`src/rtl/sobel_pkg.sv`:
```
// Shared definitions for the Sobel frame control unit: state codes and mode codes.
// State codes double as the debug encoding shown on db_estado.
package sobel_pkg;

  typedef enum logic [3:0] {
    EST_INICIAL    = 4'h0,
    EST_OCIOSO     = 4'h1,
    EST_RECEBE     = 4'h2,
    EST_PROCESSA   = 4'h3,
    EST_PREPARA_TX = 4'h4,
    EST_TRANSMITE  = 4'h5,
    EST_ERRO       = 4'h6,
    EST_ILEGAL     = 4'hE
  } estado_t;

  localparam logic [1:0] MODO_SOBEL = 2'b00;
  localparam logic [1:0] MODO_PASSA = 2'b01;

  // Reserved mode codes fall back to Sobel.
  function automatic logic [1:0] modo_valido(input logic [1:0] m);
    return (m == MODO_PASSA) ? MODO_PASSA : MODO_SOBEL;
  endfunction

endpackage

```
`src/rtl/sobel_uc_quadro_if.sv`:
```
// Control/status bundle between the frame control unit and the UART, RAM and Sobel blocks.
// master = control unit side, slave = peripheral side.
interface sobel_uc_quadro_if #(
  parameter int ADDR_W = 12
);
  logic              iniciar;
  logic              continuo;
  logic [1:0]        modo;
  logic              rx_pronto;
  logic              tx_pronto;
  logic              sobel_fim_imagem;
  logic              rx_enable;
  logic              mem_escreve;
  logic              sobel_calcula;
  logic              tx_enable;
  logic              tx_partida;
  logic              sel_bruto;
  logic [ADDR_W-1:0] endereco;
  logic [7:0]        quadros;
  logic              erro;
  logic [3:0]        db_estado;

  modport master (
    input  iniciar, continuo, modo, rx_pronto, tx_pronto, sobel_fim_imagem,
    output rx_enable, mem_escreve, sobel_calcula, tx_enable, tx_partida, sel_bruto,
           endereco, quadros, erro, db_estado
  );

  modport slave (
    output iniciar, continuo, modo, rx_pronto, tx_pronto, sobel_fim_imagem,
    input  rx_enable, mem_escreve, sobel_calcula, tx_enable, tx_partida, sel_bruto,
           endereco, quadros, erro, db_estado
  );
endinterface

```
`src/rtl/sobel_contador.sv`:
```
// Wrapping up-counter with synchronous clear (priority over enable) and terminal-count flag.
// fim is high while the count equals MAX.
module sobel_contador #(
  parameter int          W   = 8,
  parameter int unsigned MAX = 255
) (
  input  logic         clock,
  input  logic         reset_n,
  input  logic         clr,
  input  logic         en,
  output logic [W-1:0] q,
  output logic         fim
);

  always_ff @(posedge clock or negedge reset_n) begin
    if (!reset_n)  q <= '0;
    else if (clr)  q <= '0;
    else if (en)   q <= q + 1'b1;
  end

  assign fim = (q == W'(MAX));

endmodule

```
`src/rtl/sobel_uc_quadro.sv`:
```
// Frame sequencer: receive N_PIXELS bytes, optionally run Sobel, transmit, count frames.
// Owns the shared pixel address and aborts a stalled reception after TIMEOUT_CICLOS idle cycles.
module sobel_uc_quadro
  import sobel_pkg::*;
#(
  parameter int N_PIXELS       = 4096,
  parameter int ADDR_W         = 12,
  parameter int TIMEOUT_CICLOS = 50000000
) (
  input  logic              clock,
  input  logic              reset_n,
  sobel_uc_quadro_if.master bus
);

  localparam int TW = $clog2(TIMEOUT_CICLOS + 1);

  estado_t           estado, estado_prox;
  logic [1:0]        modo_reg;
  logic [7:0]        quadros_q;
  logic              erro_q;
  logic [ADDR_W-1:0] endereco;
  logic              end_fim, end_clr, end_en;
  logic [TW-1:0]     tmo_q;
  logic              tmo_fim, tmo_clr, tmo_en;
  logic              captura_modo, conta_quadro, seta_erro, limpa_erro;
  logic              rx_enable, mem_escreve, sobel_calcula, tx_enable, tx_partida;
  logic [3:0]        db_estado;

  sobel_contador #(.W(ADDR_W), .MAX(N_PIXELS - 1)) u_endereco (
    .clock(clock), .reset_n(reset_n), .clr(end_clr), .en(end_en),
    .q(endereco), .fim(end_fim)
  );

  // Idle timer only runs once the first byte of a frame has arrived.
  assign tmo_clr = bus.rx_pronto || (endereco == '0) || (estado != EST_RECEBE);
  assign tmo_en  = (estado == EST_RECEBE);

  sobel_contador #(.W(TW), .MAX(TIMEOUT_CICLOS)) u_timeout (
    .clock(clock), .reset_n(reset_n), .clr(tmo_clr), .en(tmo_en),
    .q(tmo_q), .fim(tmo_fim)
  );

  always_ff @(posedge clock or negedge reset_n) begin
    if (!reset_n) begin
      estado    <= EST_INICIAL;
      modo_reg  <= MODO_SOBEL;
      quadros_q <= 8'd0;
      erro_q    <= 1'b0;
    end else begin
      estado <= estado_prox;
      if (captura_modo) modo_reg  <= modo_valido(bus.modo);
      if (conta_quadro) quadros_q <= quadros_q + 8'd1;
      if (seta_erro)       erro_q <= 1'b1;
      else if (limpa_erro) erro_q <= 1'b0;
    end
  end

  always_comb begin
    estado_prox   = estado;
    end_clr       = 1'b0;
    end_en        = 1'b0;
    captura_modo  = 1'b0;
    conta_quadro  = 1'b0;
    seta_erro     = 1'b0;
    limpa_erro    = 1'b0;
    rx_enable     = 1'b0;
    mem_escreve   = 1'b0;
    sobel_calcula = 1'b0;
    tx_enable     = 1'b0;
    tx_partida    = 1'b0;
    db_estado     = estado;
    case (estado)
      EST_INICIAL: begin
        end_clr     = 1'b1;
        estado_prox = EST_OCIOSO;
      end
      EST_OCIOSO: begin
        if (bus.iniciar) begin
          captura_modo = 1'b1;
          end_clr      = 1'b1;
          limpa_erro   = 1'b1;
          estado_prox  = EST_RECEBE;
        end
      end
      EST_RECEBE: begin
        rx_enable   = 1'b1;
        mem_escreve = bus.rx_pronto;
        // An arriving byte takes precedence over an expiring timer.
        if (bus.rx_pronto) begin
          if (end_fim) begin
            end_clr     = 1'b1;
            estado_prox = (modo_reg == MODO_PASSA) ? EST_PREPARA_TX : EST_PROCESSA;
          end else begin
            end_en = 1'b1;
          end
        end else if (tmo_fim) begin
          seta_erro   = 1'b1;
          estado_prox = EST_ERRO;
        end
      end
      EST_PROCESSA: begin
        sobel_calcula = 1'b1;
        if (bus.sobel_fim_imagem) estado_prox = EST_PREPARA_TX;
      end
      EST_PREPARA_TX: begin
        tx_enable   = 1'b1;
        tx_partida  = 1'b1;
        estado_prox = EST_TRANSMITE;
      end
      EST_TRANSMITE: begin
        tx_enable = 1'b1;
        if (bus.tx_pronto) begin
          if (end_fim) begin
            end_clr      = 1'b1;
            conta_quadro = 1'b1;
            captura_modo = bus.continuo;
            estado_prox  = bus.continuo ? EST_RECEBE : EST_OCIOSO;
          end else begin
            end_en      = 1'b1;
            estado_prox = EST_PREPARA_TX;
          end
        end
      end
      EST_ERRO: begin
        estado_prox = EST_OCIOSO;
      end
      default: begin
        db_estado   = EST_ILEGAL;
        estado_prox = EST_INICIAL;
      end
    endcase
  end

  assign bus.rx_enable     = rx_enable;
  assign bus.mem_escreve   = mem_escreve;
  assign bus.sobel_calcula = sobel_calcula;
  assign bus.tx_enable     = tx_enable;
  assign bus.tx_partida    = tx_partida;
  assign bus.sel_bruto     = (modo_reg == MODO_PASSA);
  assign bus.endereco      = endereco;
  assign bus.quadros       = quadros_q;
  assign bus.erro          = erro_q;
  assign bus.db_estado     = db_estado;

endmodule

```
`src/flat_wrapper.sv`:
```
// flat-port wrapper written by rule: the top's interface ports become plain ports
module sobel_uc_quadro_flat import sobel_pkg::*;
#(
  parameter int N_PIXELS       = 4096,
  parameter int ADDR_W         = 12,
  parameter int TIMEOUT_CICLOS = 50000000
)
  (clock, reset_n, bus_iniciar, bus_continuo, bus_modo, bus_rx_pronto, bus_tx_pronto, bus_sobel_fim_imagem, bus_rx_enable, bus_mem_escreve, bus_sobel_calcula, bus_tx_enable, bus_tx_partida, bus_sel_bruto, bus_endereco, bus_quadros, bus_erro, bus_db_estado);
  sobel_uc_quadro_if #(.ADDR_W(ADDR_W)) bus_i ();
  input  logic clock;
  input  logic reset_n;
  input wire logic [$bits(bus_i.iniciar)-1:0] bus_iniciar;
  input wire logic [$bits(bus_i.continuo)-1:0] bus_continuo;
  input wire logic [$bits(bus_i.modo)-1:0] bus_modo;
  input wire logic [$bits(bus_i.rx_pronto)-1:0] bus_rx_pronto;
  input wire logic [$bits(bus_i.tx_pronto)-1:0] bus_tx_pronto;
  input wire logic [$bits(bus_i.sobel_fim_imagem)-1:0] bus_sobel_fim_imagem;
  output wire logic [$bits(bus_i.rx_enable)-1:0] bus_rx_enable;
  output wire logic [$bits(bus_i.mem_escreve)-1:0] bus_mem_escreve;
  output wire logic [$bits(bus_i.sobel_calcula)-1:0] bus_sobel_calcula;
  output wire logic [$bits(bus_i.tx_enable)-1:0] bus_tx_enable;
  output wire logic [$bits(bus_i.tx_partida)-1:0] bus_tx_partida;
  output wire logic [$bits(bus_i.sel_bruto)-1:0] bus_sel_bruto;
  output wire logic [$bits(bus_i.endereco)-1:0] bus_endereco;
  output wire logic [$bits(bus_i.quadros)-1:0] bus_quadros;
  output wire logic [$bits(bus_i.erro)-1:0] bus_erro;
  output wire logic [$bits(bus_i.db_estado)-1:0] bus_db_estado;
  assign bus_i.iniciar = bus_iniciar;
  assign bus_i.continuo = bus_continuo;
  assign bus_i.modo = bus_modo;
  assign bus_i.rx_pronto = bus_rx_pronto;
  assign bus_i.tx_pronto = bus_tx_pronto;
  assign bus_i.sobel_fim_imagem = bus_sobel_fim_imagem;
  assign bus_rx_enable = bus_i.rx_enable;
  assign bus_mem_escreve = bus_i.mem_escreve;
  assign bus_sobel_calcula = bus_i.sobel_calcula;
  assign bus_tx_enable = bus_i.tx_enable;
  assign bus_tx_partida = bus_i.tx_partida;
  assign bus_sel_bruto = bus_i.sel_bruto;
  assign bus_endereco = bus_i.endereco;
  assign bus_quadros = bus_i.quadros;
  assign bus_erro = bus_i.erro;
  assign bus_db_estado = bus_i.db_estado;
  sobel_uc_quadro #(.N_PIXELS(N_PIXELS), .ADDR_W(ADDR_W), .TIMEOUT_CICLOS(TIMEOUT_CICLOS)) u_core (.clock(clock), .reset_n(reset_n), .bus(bus_i));
endmodule
```
`config.mk`:
```
export PLATFORM = sky130hd
export DESIGN_NAME = sobel_uc_quadro_flat
export DESIGN_NICKNAME = d
export VERILOG_FILES = /design/src/rtl/sobel_pkg.sv /design/src/rtl/sobel_uc_quadro_if.sv /design/src/rtl/sobel_contador.sv /design/src/rtl/sobel_uc_quadro.sv /design/src/flat_wrapper.sv
export SDC_FILE = /design/constraint.sdc
export NUM_CORES = 1
export LEC_CHECK = 0
export BUFFER_PORTS_ARGS = -buffer_cell sky130_fd_sc_hd__buf_2
export CAP_MARGIN = 20
export CORE_ASPECT_RATIO = 1.1
export CORE_MARGIN = 1.5
export CORE_UTILIZATION = 52
export DETAILED_ROUTE_END_ITERATION = 12
export GPL_TIMING_DRIVEN = 1
export PLACE_DENSITY_LB_ADDON = 0.2
export SKIP_LAST_GASP = 1
export SYNTH_ARGS = -nofsm -noshare
export SYNTH_HDL_FRONTEND = slang
export SYNTH_HIERARCHICAL = 1
export SYNTH_SLANG_ARGS = --single-unit
```
`constraint.sdc`:
```
create_clock -name clock -period 2.2 [get_ports clock]
set_input_delay 0.66 -clock clock [delete_from_list [all_inputs] [get_ports clock]]
set_output_delay 0.66 -clock clock [all_outputs]
set_load 0.05 [all_outputs]
```
==> summary by stage, run 1 <==
Status
The run finished, with violations left. The final reports fail on negative setup slack.

Cells and area
The filler cell count in the final layout is 442. The library cell used most frequently in the layout, excluding fill and tap cells, is sky130_fd_sc_hd__buf_4. In the layout the commonest cells are sky130_fd_sc_hd__buf_4, sky130_fd_sc_hd__dfrtp_1, sky130_fd_sc_hd__buf_2, sky130_fd_sc_hd__nand2_1, sky130_fd_sc_hd__nor2_1.

From synthesis to final layout, the design area changed by 27.2%. The top register by number of flip-flops is u_core/u_timeout/q. Cells with a size suffix above 1 make up 35.9% of the layout. The flip-flop count of the largest register, all copies and words added is 26. The count of non-filler cells in the finished layout is 471.

The final core area utilization is 69.1%. 0 antenna diodes ended up in the layout. The total number of nets in the final design is roughly 410.

Routing
In the final routed layout, each cell accounts on average for 15.2 um. Across all layers, the routed design uses 2,697 vias. After the first detailed-routing iteration, the DRC count stood at 80. In this run the remaining antenna-violating nets after routing total 0. After detailed routing, the number of vias per cell comes to 5.73. The first detailed-routing pass ran for 4 iterations. The post-detailed-route DRC marker count is 0. The routed design has about 7000 um of wire.

Setup path
The capturing instance or port of the critical path is u_core/u_timeout/q[25]$_DFFE_PN0P_. The slowest cell on the critical path is sky130_fd_sc_hd__or4_4. STA classifies the critical path endpoint as a flip-flop. The category of the most critical setup path is flip-flop to flip-flop. The signal on the critical path passes through nor4_2 > nand3_1 > nand3b_1 > o211ai_4 > or4_4 > or4_1 > a21oi_1. The critical path arrival is 2.59 ns. The depth of the worst register-to-register path is 7.

The critical path launch point type is a flip-flop. The register-to-register path setup slack is -0.16 ns. Data on the critical path is required at its endpoint by 2.43 ns. The logic depth of the worst setup path including buffers is 7.

The cell family with the largest share of critical-path delay is simple AND/OR/NAND/NOR gates. On the worst path, the slowest cell contributes a delay of 0.47 ns. The maximum fanout count along the critical path is 6. The endpoint identified for the worst register-to-register timing path is u_core/u_timeout/q[25]$_DFFE_PN0P_. The worst setup path startpoint is u_core/u_endereco/q[0]$_DFFE_PN0P_. The worst register-to-register path begins at u_core/u_endereco/q[0]$_DFFE_PN0P_.

The number of buffers and inverters on the critical path is 0.

CTS
The clock tree from TritonCTS is yes. The clock tree synthesis step divided the H-tree into 2 levels. The number of clock buffers added by TritonCTS is 5.

The number of buffers between clock root and the deepest sink is 2. The number of hold-repair buffers added at the cts stage is 0. Clock-pin slew was measured on the worst setup and hold paths at 0.09 ns. Counting every sink on the clock net gives 51. The root buffer cell chosen for the clock tree is sky130_fd_sc_hd__clkbuf_8. The clock reaches the later pin of the worst-skew pair after 0.30 ns.

Logic synthesis
The synthesized net count is 330. The async set or reset register ratio after synthesis is 100%. In this run the cell area of the synthesized design comes to 2950 um^2. The post-synthesis sequential element count is 51. Summing the sequential cell areas from Yosys gives 43.3% of the chip area.

The number of flops mapped to enable cells by yosys is 0. Counting distinct cell types in the post-synthesis netlist gives 49. The number of instances in the synthesized netlist is roughly 320. The commonest register cell after synthesis is sky130_fd_sc_hd__dfrtp_1. The average footprint of a synthesized cell is roughly 9.3 um^2.

The count of synthesis-stage warnings from yosys is 6.

Power
In this run, the combinational gates consume between 40 and 50% of the power. The internal power component is between 0.0015 and 0.002 W. The switching power of the nets is 0.00111 W.

Per report_power, the sequential group accounts for a little under two fifths of the total. The power density over the cells is between 700 and 800 nW/um^2. The switching power share of the total is 41.0%. The power consumption is 0.00272 W. VDD sags by at most 0.000679 V. In this run the static leakage power is 1.58 nW. The proportion of power drawn by the clock network is 18.7%.

Placement
In this run, placement finished with an instance count of 451. After legalization and detailed placement, the total HPWL measured around 4800 um. Before CTS, the worst setup slack after placement is -0.213 ns. Port buffering added 39 buffers. The final RePlAce weighted congestion is 0.858.

Global route
The first global-routing pass estimated 11,700 um of wire. The maximum number of pins on one net before global-route repair is 36. The number of antenna violations at the first check in global routing is 0. The all-layer global routing usage is 24.6%.

The number of global-route vias before repair is about 2.6k. For this run the aggregate overflow at the end of global routing stands at 0.

Job
Max-cap violations in this run came to 0.

Floorplanning
The horizontal extent of the die is 74.8 um. The die is 82 um tall. The area of the die is 6140 um^2.

The floorplan has 28 rows. The placeable core area is 5430 um^2. The total I/O pin count is 40. For this configuration, the core starts out at a cell density of roughly 54%.

Timing
The slew at the pin closest to its max-slew limit is 0.486 ns. For the final routed database, the setup TNS stands at -1.26 ns. In this run the tightest slew margin relative to its limit is approximately 67%.

The final critical-path share of the clock period is 107%. Once routing completed, OpenROAD measured the worst setup slack at -0.158 ns. The final-report max-slew violation count is 0. Between clock sinks in the finished design, the worst skew comes to 0.00813 ns. The minimum clock period is approximately 2.4 ns. Setup repair after global routing could not meet its margin everywhere.

The final hold violation count came to 0. The final-report setup violation count is 17. The timing-limited maximum frequency is 424 MHz.

Hold path
The path class of the tightest hold or removal check is primary input to async pin.
## repair_timing
item | 4_1_cts | 5_1_grt
pin swaps | 9 | 3
cloned | 1 | 1
gates resized for setup | 7 | 22
setup buffers | 7 | 4
endpoints found under the setup margin | 19 | 25
## cells by family after synthesis
group | after synthesis | synth area share [%]
mux | 4 | 1.40
buf+inv | 29 | 5.98
simple gates | 143 | 27.6
compound gates | 65 | 13.9
fa+ha+maj | 4 | 1.70
xor+xnor | 21 | 6.23
flops | 51 | 43.3
## metal layers
layer / track usage (%) / up-vias / share of wire [%]
met1: 31.4 / 1302 / 44
met3: 4.29 / 11 / 3.5
met4: 7.27 / 0 / 1.3
li1: - / 1324 / -
met2: 42.4 / 60 / 51
met5: 0 / - / 0
## Yosys cell counts (4+ instances only)
| library cell | count | area (um^2) |
|---|---|---|
| sky130_fd_sc_hd__or3_2 | 5 | 37.5 |
| sky130_fd_sc_hd__clkbuf_1 | 5 | 18.8 |
| sky130_fd_sc_hd__or3_1 | 8 | 50.1 |
| sky130_fd_sc_hd__xor2_1 | 10 | 87.6 |
| sky130_fd_sc_hd__inv_1 | 10 | 37.5 |
| sky130_fd_sc_hd__nand4_1 | 13 | 81.3 |
| sky130_fd_sc_hd__nor2_1 | 22 | 82.6 |
| sky130_fd_sc_hd__o21ai_0 | 17 | 85.1 |
| sky130_fd_sc_hd__dfrtp_1 | 51 | 1280 |
| sky130_fd_sc_hd__nand2_1 | 28 | 105 |
| sky130_fd_sc_hd__nor4_1 | 9 | 56.3 |
| sky130_fd_sc_hd__buf_2 | 6 | 30.0 |
| sky130_fd_sc_hd__nor3_1 | 5 | 25.0 |
| sky130_fd_sc_hd__or4_1 | 9 | 67.6 |
| sky130_fd_sc_hd__a21oi_1 | 25 | 125 |
| sky130_fd_sc_hd__nand3_1 | 20 | 100 |
| sky130_fd_sc_hd__xnor2_1 | 11 | 96.3 |
| sky130_fd_sc_hd__o31ai_1 | 9 | 67.6 |
| sky130_fd_sc_hd__ha_1 | 4 | 50.1 |
## per-stage QoR
| step | hold slack (ns) | area [um^2] |
|---|---|---|
| floorplan | 0.364 | 3000 |
| global route | 0.303 | 3750 |
| detailed placement | 0.463 | 3460 |
| CTS | 0.287 | 3630 |
| global placement | 0.459 | 3460 |
| finish | 0.281 | 3750 |
## power by group through the flow
| stage | combinational, W | sequential, W | clock (W) |
|---|---|---|---|
| finish | 0.00118 | 0.00103 | 0.000510 |
| global route | 0.00127 | 0.00104 | 0.000556 |
| CTS | 0.00114 | 0.00103 | 0.000523 |
| detailed placement | 0.00111 | 0.00105 | 0 |
| global placement | 0.00110 | 0.00104 | 0 |
| floorplan | 0.000695 | 0.00113 | 0 |
## cell type report
cell class	count	area, um^2	share of cell area (%)
multi-input cells	239	1660	44.1
flip-flops and latches	51	1290	34.3
repair buffers	89	602	16.0
well taps	75	93.8	2.50
clock buffers	7	76.3	2.03
inverters	10	37.5	1.00
## worst reg2reg max path, cell delays in order (launching register included)
cell,delay (ns)
sky130_fd_sc_hd__dfrtp_2,0.45
sky130_fd_sc_hd__nor4_2,0.34
sky130_fd_sc_hd__nand3_1,0.15
sky130_fd_sc_hd__nand3b_1,0.19
sky130_fd_sc_hd__o211ai_4,0.13
sky130_fd_sc_hd__or4_4,0.48
sky130_fd_sc_hd__or4_1,0.42
sky130_fd_sc_hd__a21oi_1,0.14
## worst min path at each step
stage / from / endpoint / slack (ns)
floorplan: reset_n / u_core/bus.erro$_DFFE_PN0P_ / 0.36
global placement: u_core/bus.quadros[7]$_DFFE_PN0P_ / u_core/bus.quadros[7]$_DFFE_PN0P_ / 0.46
detailed placement: u_core/bus.quadros[7]$_DFFE_PN0P_ / u_core/bus.quadros[7]$_DFFE_PN0P_ / 0.46
CTS: reset_n / u_core/u_timeout/q[17]$_DFFE_PN0P_ / 0.29
global route: reset_n / u_core/u_timeout/q[10]$_DFFE_PN0P_ / 0.30
finish: reset_n / u_core/u_timeout/q[13]$_DFFE_PN0P_ / 0.28
No activity file was read; power rests on OpenSTA's default activity.
==> inputs of run 2 (changes only) <==
--- a/config.mk
+++ b/config.mk
@@ -13,7 +13,6 @@
 export DETAILED_ROUTE_END_ITERATION = 12
 export GPL_TIMING_DRIVEN = 1
 export PLACE_DENSITY_LB_ADDON = 0.2
-export SKIP_LAST_GASP = 1
 export SYNTH_ARGS = -nofsm -noshare
 export SYNTH_HDL_FRONTEND = slang
 export SYNTH_HIERARCHICAL = 1
==> constraint.sdc (replaced) <==
create_clock -name clock -period 2.1 [get_ports clock]
set_input_delay 0.63 -clock clock [delete_from_list [all_inputs] [get_ports clock]]
set_output_delay 0.63 -clock clock [all_outputs]
set_load 0.05 [all_outputs]
==> run 2 against run 1 <==
  * The run still ends with negative setup slack left
  * Clock-buffer cell count up 1
  * Register-to-register slack worse by 0.12 ns
  * Maximum frequency down 0.94%
  * Sequential power up 5%
  * Design area up 5.8%
  * Sequential share of layout area down 1.9 points
  * First-iteration DRC count up 130%
  * Clock power up 21%
  * Power up 16%
  * Final cell count up 3.2%
  * Sequential cell count unchanged
  * Core utilization up 4.0 points
  * Critical endpoint is now u_core/u_timeout/q[11]$_DFFE_PN0P_
  * Highest routed layer unchanged
==> summary by stage, run 2 (synthesized netlist as in run 1, its figures left out) <==
CTS
The number of hold-repair buffers added at the cts stage was 0 (unchanged). The latest clock arrival within the worst-skew pair is 0.30 ns (about the same). The clock transition time at the flip-flop clock pins of the worst setup and hold paths is 0.09 ns (about the same).

The number of CTS-inserted buffers is 5 (unchanged). The depth of the CTS H-tree was 2 (unchanged). The clock tree from TritonCTS is yes. The clock root buffer is sky130_fd_sc_hd__clkbuf_8. The number of buffers between clock root and the deepest sink is 2 (unchanged). The number of clock sinks came to 51 (unchanged).

Setup path
The cell family with the largest share of critical-path delay is simple AND/OR/NAND/NOR gates. In this run the critical register-to-register path is captured at u_core/u_timeout/q[11]$_DFFE_PN0P_. The required time of the worst setup path was 2.33 ns (-0.10 ns).

The capturing instance or port of the critical path is u_core/u_timeout/q[11]$_DFFE_PN0P_. The critical path arrival is 2.61 ns (+0.02 ns). The most critical setup path has its startpoint at u_core/u_endereco/q[1]$_DFFE_PN0P_.

The logic depth of the worst setup path including buffers was 7 (unchanged). The worst register-to-register path begins at u_core/u_endereco/q[1]$_DFFE_PN0P_. The biggest cell delay along the critical path is 0.59 ns (+0.12 ns). The worst setup path is of the flip-flop to flip-flop kind. The register-to-register path setup slack is -0.28 ns (-0.12 ns). The endpoint kind of the worst setup timing path is a flip-flop. Walking the worst path, the cells encountered are nor4_1 > nand3_1 > nand3b_1 > o211ai_4 > or4_1 > or3_1 > a21oi_1. The critical path launch point type is a flip-flop. The maximum fanout count along the critical path is 5 (-1). On the critical path, the stage with the largest delay is an instance of sky130_fd_sc_hd__or4_1. The depth of the worst register-to-register path came to 7 (unchanged). The number of buffers and inverters on the critical path is 0 (unchanged).

Placement
The post-placement cell count came to 462 (+2.4%). The placement-stage cell area is 3540 um^2 (+2.4%). The number of buffer cells added on primary ports was 39 (unchanged). The final RePlAce weighted congestion is 0.841 (-2.0%). The detailed placement HPWL is 4860 um (+1.2%). The worst setup slack before clock tree synthesis is -0.308 ns (-0.0947 ns).

Timing
The final-report setup violation count came to 24 (+7). The final hold slack is 0.312 ns (+0.0303 ns). The timing-limited maximum frequency is 420 MHz (-0.94%). Setup repair after global routing could not meet its margin everywhere.

The minimum clock period came to 2.38 ns (+0.0225 ns). The post-route clock skew was 0.00776 ns (-0.000370 ns). The final-report max-slew violation count is 0 (unchanged). The slew at the pin closest to its max-slew limit is 0.417 ns (-0.0690 ns). The worst max-slew margin expressed relative to the limit was 72.1% (+4.8 points). The setup slack of the critical path after layout is -0.281 ns (-0.122 ns). The final critical-path share of the clock period is 113% (+6.2 points).

The final hold violation count is 0 (unchanged).

Cells and area
The area growth from synthesis to layout is 34.6%. The library cells used most frequently in the layout, excluding fill and tap cells, are sky130_fd_sc_hd__buf_4, sky130_fd_sc_hd__dfrtp_1, sky130_fd_sc_hd__buf_2, sky130_fd_sc_hd__nand2_1, sky130_fd_sc_hd__nor2_1. u_core/u_timeout/q holds more flip-flops than any other register. The count of non-filler cells in the finished layout is 486 (+3.2%). The flip-flop count of the largest register, all copies and words added is 26 (unchanged). The filler cell count in the final layout is 377 (-15%). The number of diodes is 0 (unchanged). The ratio of cells with drive above 1 in the final layout was 38.9% (+3.1 points). The post-layout instance area is 3970 um^2 (+5.8%). The total number of nets in the final design is 423 (+3.4%).

The library cell used most frequently in the layout, excluding fill and tap cells, is sky130_fd_sc_hd__buf_4.

Job
The max-cap check violation count was 0 (unchanged).

Floorplanning
The vertical extent of the die is 82 um (unchanged). The placeable core area is 5430 um^2 (unchanged). The effective utilization at floorplan came to 54.3% (unchanged).

The standard-cell row count is 28 (unchanged). The total I/O pin count is 40 (unchanged). The area of the die was 6140 um^2 (unchanged). The horizontal extent of the die is 74.8 um (unchanged).

Status
The final reports fail on negative setup slack. The run finished, with violations left.

Power
The power density over the cells is 794 nW/um^2 (+9.5%). The leakage dissipation was 1.68 nW (+6.7%). The peak supply drop was 0.000996 V (+47%).

Routing
The number of vias in the routed layout came to 2,847 (+5.6%). The count of routing violations after the opening detailed-route iteration is 185 (+130%). The antenna violation net count after detailed routing came to 0 (unchanged).

The average via count per standard cell was 5.86 (+2.3%). The average wire per cell in the routed design was 16.2 um (+6.8%). The post-detailed-route DRC marker count is 0 (unchanged). The first-pass iteration count of the detailed router came to 4 (unchanged). The post-detailed-routing wire length is 7890 um (+10%).

Global route
The residual overflow from global routing is 0 (unchanged). The first-pass GRT wire length is 12,600 um (+7.2%). The number of global-route vias before repair is 2,650 (+3.0%). The all-layer global routing usage is 26.8% (+2.1 points). The number of antenna violations at the first check in global routing is 0 (unchanged). The maximum number of pins on one net before global-route repair was 52 (+44%).

Hold path
The tightest min-delay check is of the primary input to async pin type.
## run 2: cell types whose count changed in the layout (fill, tap and decap cells not counted), sizes merged
cell  change
buf      +16
or4       -1
## run 2: where the power goes
part | switching [W] | total (W) | internal (W)
Combinational | 0.000903 | 0.00145 | 0.000550
Sequential | 0.0000475 | 0.00108 | 0.00104
Clock | 0.000316 | 0.000617 | 0.000301
Total | 0.00127 | 0.00315 | 0.00189
## run 2: worst min-delay path by stage
stage,slack [ns],to
floorplan,0.33,u_core/bus.erro$_DFFE_PN0P_
global placement,0.46,u_core/bus.quadros[7]$_DFFE_PN0P_
detailed placement,0.47,u_core/bus.quadros[7]$_DFFE_PN0P_
CTS,0.32,u_core/u_timeout/q[13]$_DFFE_PN0P_
global route,0.32,u_core/u_timeout/q[13]$_DFFE_PN0P_
finish,0.31,u_core/u_timeout/q[10]$_DFFE_PN0P_
## run 2: through the flow
| stage | TNS [ns] | utilization (%) | total power (W) |
|---|---|---|---|
| finish | -4.62 | 73.2 | 0.00315 |
| global route | -6.33 | 73.2 | 0.00330 |
| CTS | -2.77 | 70.9 | 0.00306 |
| detailed placement | -4.45 | 65.2 | 0.00232 |
| global placement | -3.64 | 65.2 | 0.00230 |
| floorplan | -10.59 | - | 0.00192 |
## run 2: worst reg2reg max path, stage by stage (launching register included)
cell                       delay [ns]
sky130_fd_sc_hd__dfrtp_2         0.41
sky130_fd_sc_hd__nor4_1          0.34
sky130_fd_sc_hd__nand3_1         0.17
sky130_fd_sc_hd__nand3b_1        0.20
sky130_fd_sc_hd__o211ai_4        0.12
sky130_fd_sc_hd__or4_1           0.59
sky130_fd_sc_hd__or3_1           0.34
sky130_fd_sc_hd__a21oi_1         0.15
## run 2: what timing repair did
action,in CTS,in global routing
buffers inserted,13,4
gates cloned,1,0
pin swaps,14,9
gates resized for setup,28,22
setup endpoints to repair,24,39
## run 2: final cells by class
class | instances | area (um^2) | share of cell area, %
multi-input combinational | 238 | 1680 | 42.2
sequential | 51 | 1290 | 32.4
timing repair buffer | 104 | 774 | 19.5
clock buffer | 8 | 100 | 2.52
tap | 75 | 93.8 | 2.36
inverter | 10 | 37.5 | 0.945
## run 2: layer usage
| metal | GRT usage, % | vias to the layer above | part of all wire [%] |
|---|---|---|---|
| li1 | - | 1347 | - |
| met1 | 35.6 | 1402 | 43 |
| met2 | 43.5 | 81 | 51 |
| met3 | 5.15 | 17 | 4.0 |
| met4 | 9.27 | 0 | 1.9 |
| met5 | 0 | - | 0 |
